===== config.mk =====
export PLATFORM = sky130hd
export DESIGN_NAME = mb8_arb
export DESIGN_NICKNAME = d
export VERILOG_FILES = /design/src/rtl/mb8_pkg.sv /design/src/rtl/mb8_rr2.sv /design/src/rtl/mb8_arb.sv
export SDC_FILE = /design/constraint.sdc
export NUM_CORES = 1
export LEC_CHECK = 0
export CAP_MARGIN = 20
export CORE_ASPECT_RATIO = 1.75
export CORE_MARGIN = 3
export CORE_UTILIZATION = 40
export CTS_BUF_LIST = sky130_fd_sc_hd__clkbuf_4 sky130_fd_sc_hd__clkbuf_8
export CTS_CLUSTER_DIAMETER = 40
export DETAILED_ROUTE_END_ITERATION = 7
export PLACE_DENSITY = 0.87
export SYNTH_ARGS = -nofsm -noshare
export SYNTH_HDL_FRONTEND = slang
export SYNTH_SLANG_ARGS = --single-unit

===== constraint.sdc =====
create_clock -name clk -period 4.4 [get_ports clk]
set_input_delay 1.1 -clock clk [delete_from_list [all_inputs] [get_ports clk]]
set_output_delay 1.1 -clock clk [all_outputs]
set_load 0.01 [all_outputs]

===== src/rtl/mb8_pkg.sv =====
// Shared constants, FSM state type and small helpers for the two-port SPRAM arbiter.
// Every mb8 block imports this package.
package mb8_pkg;

   localparam int DSZ = 8;
   localparam int ASZ = 20 - $clog2(DSZ);

   typedef enum logic [1:0] {
      IDLE = 2'd0,
      XFER = 2'd1,
      ACK  = 2'd2
   } state_t;

   // Index of the set bit in a two-bit one-hot vector (0 for 2'b01, 1 for 2'b10).
   function automatic logic oh2idx(input logic [1:0] oh);
      return oh[1];
   endfunction

endpackage


===== src/rtl/mb8_rr2.sv =====
// Two-way round-robin winner select, purely combinational.
// On a tie the requester that was not granted last wins.
module mb8_rr2 (
   input  logic [1:0] req,
   input  logic       last,
   output logic [1:0] win
);

   // Pick the one-hot winner from the request pair and the last-granted index.
   always_comb begin
      win = 2'b00;
      case (req)
         2'b01:   win = 2'b01;
         2'b10:   win = 2'b10;
         2'b11: begin
            if (last) begin
               win = 2'b01;
            end else begin
               win = 2'b10;
            end
         end
         default: win = 2'b00;
      endcase
   end

endmodule


===== src/rtl/mb8_arb.sv =====
// Two-requester round-robin arbiter in front of a synchronous single-port SPRAM.
// A transfer takes IDLE -> XFER -> ACK, one cycle each.
module mb8_arb #(
   parameter int DSZ = mb8_pkg::DSZ,
   parameter int ASZ = 20 - $clog2(DSZ)
) (
   input  logic           clk,
   input  logic           rst,
   input  logic [1:0]     req,
   input  logic [1:0]     we,
   input  logic [ASZ-1:0] ai0,
   input  logic [ASZ-1:0] ai1,
   input  logic [DSZ-1:0] vi0,
   input  logic [DSZ-1:0] vi1,
   output logic [1:0]     ack,
   output logic [DSZ-1:0] vo,
   output logic [1:0]     gnt,
   output logic           mem_we,
   output logic [ASZ-1:0] mem_ai,
   output logic [DSZ-1:0] mem_vi,
   input  logic [DSZ-1:0] mem_vo
);

   import mb8_pkg::*;

   state_t         state_r;
   state_t         state_s;
   logic [1:0]     gnt_r;
   logic           last_r;
   logic [1:0]     ack_r;
   logic           mem_we_r;
   logic [ASZ-1:0] mem_ai_r;
   logic [DSZ-1:0] mem_vi_r;
   logic [DSZ-1:0] vo_hold_r;
   logic [1:0]     win_s;
   logic           sel_we_s;
   logic [ASZ-1:0] sel_ai_s;
   logic [DSZ-1:0] sel_vi_s;
   logic [DSZ-1:0] vo_s;

   mb8_rr2 u_rr (
      .req  (req),
      .last (last_r),
      .win  (win_s)
   );

   // Route the winning requester's command fields toward the memory registers.
   always_comb begin
      sel_we_s = 1'b0;
      sel_ai_s = ai0;
      sel_vi_s = vi0;
      if (win_s[1]) begin
         sel_we_s = we[1];
         sel_ai_s = ai1;
         sel_vi_s = vi1;
      end else begin
         sel_we_s = we[0];
         sel_ai_s = ai0;
         sel_vi_s = vi0;
      end
   end

   // FSM state register.
   always_ff @(posedge clk) begin
      if (rst) begin
         state_r <= IDLE;
      end else begin
         state_r <= state_s;
      end
   end

   // FSM next-state logic.
   always_comb begin
      state_s = state_r;
      case (state_r)
         IDLE: begin
            if (|req) begin
               state_s = XFER;
            end else begin
               state_s = IDLE;
            end
         end
         XFER:    state_s = ACK;
         ACK:     state_s = IDLE;
         default: state_s = IDLE;
      endcase
   end

   // Grant, pointer, ack and memory-side command registers.
   always_ff @(posedge clk) begin
      if (rst) begin
         gnt_r     <= 2'b00;
         last_r    <= 1'b1;
         ack_r     <= 2'b00;
         mem_we_r  <= 1'b0;
         mem_ai_r  <= '0;
         mem_vi_r  <= '0;
         vo_hold_r <= '0;
      end else begin
         ack_r <= 2'b00;
         case (state_r)
            IDLE: begin
               if (|req) begin
                  // Command is registered here so it is stable for the whole XFER cycle.
                  gnt_r    <= win_s;
                  last_r   <= oh2idx(win_s);
                  mem_we_r <= sel_we_s;
                  mem_ai_r <= sel_ai_s;
                  mem_vi_r <= sel_vi_s;
               end else begin
                  gnt_r    <= 2'b00;
                  mem_we_r <= 1'b0;
               end
            end
            XFER: begin
               ack_r    <= gnt_r;
               mem_we_r <= 1'b0;
            end
            ACK: begin
               gnt_r     <= 2'b00;
               vo_hold_r <= mem_vo;
            end
            default: begin
               gnt_r    <= 2'b00;
               mem_we_r <= 1'b0;
            end
         endcase
      end
   end

   // RAM data arrives in the ACK cycle itself, so vo bypasses straight through then.
   always_comb begin
      vo_s = vo_hold_r;
      if (state_r == ACK) begin
         vo_s = mem_vo;
      end else begin
         vo_s = vo_hold_r;
      end
   end

   assign ack    = ack_r;
   assign gnt    = gnt_r;
   assign vo     = vo_s;
   assign mem_we = mem_we_r;
   assign mem_ai = mem_ai_r;
   assign mem_vi = mem_vi_r;

endmodule


==> impl_metrics.tcl <==
set metrics [dict create \
    htreeDepth 2 \
    antenna_found_initial 0 \
    slew_headroom_pct 34.0 \
    cp_max_fo 2 \
    seq_area_frac_synth_pct 44.5 \
    cp-startpoint "mem_vo[6]" \
    cts_resized 0 \
    post-route-period-util_pct 76.0 \
    crit_arrival_ns 2.25 \
    path_buf_inv 2 \
    finalMaxSlewViolations 0 \
    critPathMaxStageDelay_ns 0.47 \
    synthSimpleGateAreaFrac_pct 26.1 \
    drtPass1Iterations 4 \
    cts.sinks 41 \
    layout-drive-gt1-share_pct 12.3 \
    tritoncts "done" \
    drcViolationCount 0 \
    antenna_cells 0 \
    syn_nets 261 \
    holdWs_ns 0.479 \
    worstPathRequired_ns 3.30 \
    wl_mm 5.49 \
    cts_buffer_depth 2 \
    skew_ns 0.00518 \
    crit_chain "clkdlybuf4s50_1, mux2_4, clkdlybuf4s50_1" \
    cts_buffers 5 \
    yosys_warnings 0 \
    cp-start-kind "primary input" \
    fin_crit_ns 3.35 \
    cp-end-kind "output port" \
    syn2layout_area_growth_pct 62.9 \
    start_util_pct 41.5 \
    fmaxAchievable_ghz 0.299 \
    core_area_mm2 0.00444 \
    final_antenna_net_count 0 \
    path_delay_family "buffers and inverters" \
    dieHeight_um 95.8 \
    synth.area.top_cells "dfxtp_1, nand3_1, a31oi_1" \
    grt_usage_pct 19.9 \
    hold_start "mem_we" \
    grt_pass1_wl_mm 8.71 \
    critPathMostFrequentCell "clkdlybuf4s50_1" \
    crit_type "primary input to output port" \
    rsz0062_at_grt "no" \
    fin_tns_setup_ns 0 \
    synth-xor-area-share_pct 0 \
    avgRoutedWirePerCell_um 15.9 \
    grt_pass1_vias 1839 \
    synthCells 197 \
    ir_worst_vdd_mv 0.298 \
    grt_max_degree 29 \
    cts_root_buffer "clkbuf_8" \
    final-hold-violation-count 0 \
    drt_iter0_drc 38 \
    clkLatencyLatePin_ns 0.29 \
    ios 102 \
    rows 32 \
    path_clk_slew_ns 0.08 \
    dpl.cell_count 334 \
    cts_hold_buf 0 \
    synth_area_per_cell_um2 9.36 \
    utilization_pct 67.6 \
    vias_per_cell 5.51 \
    postCtsSetupBuffers 0 \
    synthMuxAreaShare_pct 6.52 \
    portBuffers 101 \
    ys_ff_latch 41 \
    synth_compound_area_share_pct 16.8 \
    r2r-start "state_r[1]" \
    synth_fa_ha_area_share_pct 0 \
    crit_path_top_delay_cell "clkdlybuf4s50_1" \
    dieWidth_um 57.3 \
    fin_cells 344 \
    yosysTopAreaCellShare_pct 44.5 \
    power_density_mw_per_mm2 336 \
    worst_slew_pin_slew_ns 0.990 \
    syn_area_mm2 0.00184 \
    place_congestion 0.747 \
    status "completed" \
    nets 356 \
    dp_hpwl_mm 3.92 \
    synth_cell_types 22 \
    max_cap_violations 0 \
    num_vias 1897 \
    yosysTopAreaCell "dfxtp_1" \
    hold_path_class "register to register" \
    dieArea_mm2 0.00549 \
    p_leak_uw 0.00109 \
    overflow 0 \
    setup_viol 0 \
    synth_top_family_by_area "simple AND/OR/NAND/NOR gates" \
]
-- cell type report --
| cell class | instances | area [µm²] |
|---|---|---|
| clock buffers | 5 | 68.8 |
| clock inverters | 3 | 65.1 |
| fillers | 365 | 1440 |
| multi-input cells | 137 | 913 |
| flip-flops and latches | 41 | 821 |
| well taps | 51 | 63.8 |
| repair buffers | 107 | 1070 |
-- per-stage QoR --
| step | setup WS, ns | instance area (µm²) | total power, µW |
|---|---|---|---|
| 2_1_floorplan | 1.94 | 1840 | 534 |
| 3_3_place_gp | 1.05 | 2840 | 658 |
| 3_5_place_dp | 1.05 | 2840 | 663 |
| 4_1_cts | 1.05 | 2970 | 1020 |
| 5_1_grt | 1.01 | 3000 | 1060 |
| 6_report | 1.05 | 3000 | 1010 |
-- power breakdown --
part | total [µW] | internal, µW | switching, µW
sequential | 414 | 399 | 15.2
clock | 352 | 225 | 127
combinational | 243 | 138 | 105
total | 1010 | 762 | 247
-- final timing paths --
check / end / slack [ns] / cells after the start
worst max-delay path: vo[6] / 1.05 / 3
worst min-delay path: mem_we / 0.48 / 2
worst min register to register: mem_we / 0.48 / 2
worst max register to register: mem_vi[1] / 2.60 / 3
-- logic make-up after synthesis --
group,after synthesis
flip-flops,41
buffers and inverters,19
multiplexers,8
AND/OR/NAND/NOR,75
AO/OA/AOI/OAI,54
-- state kept, by name (all words and copies together), names as in the netlist --
register,cells
mem_we,1
mem_vi,8
mem_ai,17
gnt,2
last_r,1
ack,2
vo_hold_r,8
state_r,2
-- cells in the mapped netlist --
cell      count
nand2_1       4
nor3b_4       2
nor3_1        1
buf_6         3
mux2_4        8
nor3b_2       1
dfxtp_1      41
buf_4         3
or2_1         1
a31oi_1      26
clkbuf_1      8
nand3_1      42
nor2b_1       1
o21bai_1      2
o21ai_1      25
nor2_1        1
nand2b_1      2
nand3_2      10
o22ai_1       1
and2b_1       8
buf_2         5
and2_1        2
-- per-layer routing --
metal | global-route usage [%] | up-vias | wire length (µm) | part of all wire, %
li1 | - | 908 | - | -
met1 | 23.2 | 893 | 2090 | 38
met2 | 35.6 | 88 | 2950 | 54
met3 | 3.89 | 8 | 354 | 6.5
met4 | 6.96 | 0 | 96 | 1.7
met5 | 0 | - | 0 | 0
-- placed cells by master (no fill, tap or decap), types with 2 or more instances in the layout --
master / Yosys / final
bufinv_16: 0 / 2
clkbuf_8: 0 / 5
nand2_1: 4 / 4
and2b_1: 8 / 8
buf_4: 3 / 4
a31oi_1: 26 / 26
nor3b_4: 2 / 2
clkdlybuf4s50_1: 0 / 101
buf_8: 0 / 2
dfxtp_1: 41 / 41
mux2_4: 8 / 8
o21bai_1: 2 / 2
o21ai_1: 25 / 25
nand3_2: 10 / 10
nand3_1: 42 / 42
and2_1: 2 / 2
nand2b_1: 2 / 2
-- tightest hold or removal path: stages, from the launching register on --
cell and delay [ns]:
dfxtp_1 0.31, nand2_1 0.05, a31oi_1 0.07
No activity file was read; power rests on OpenSTA's default activity.
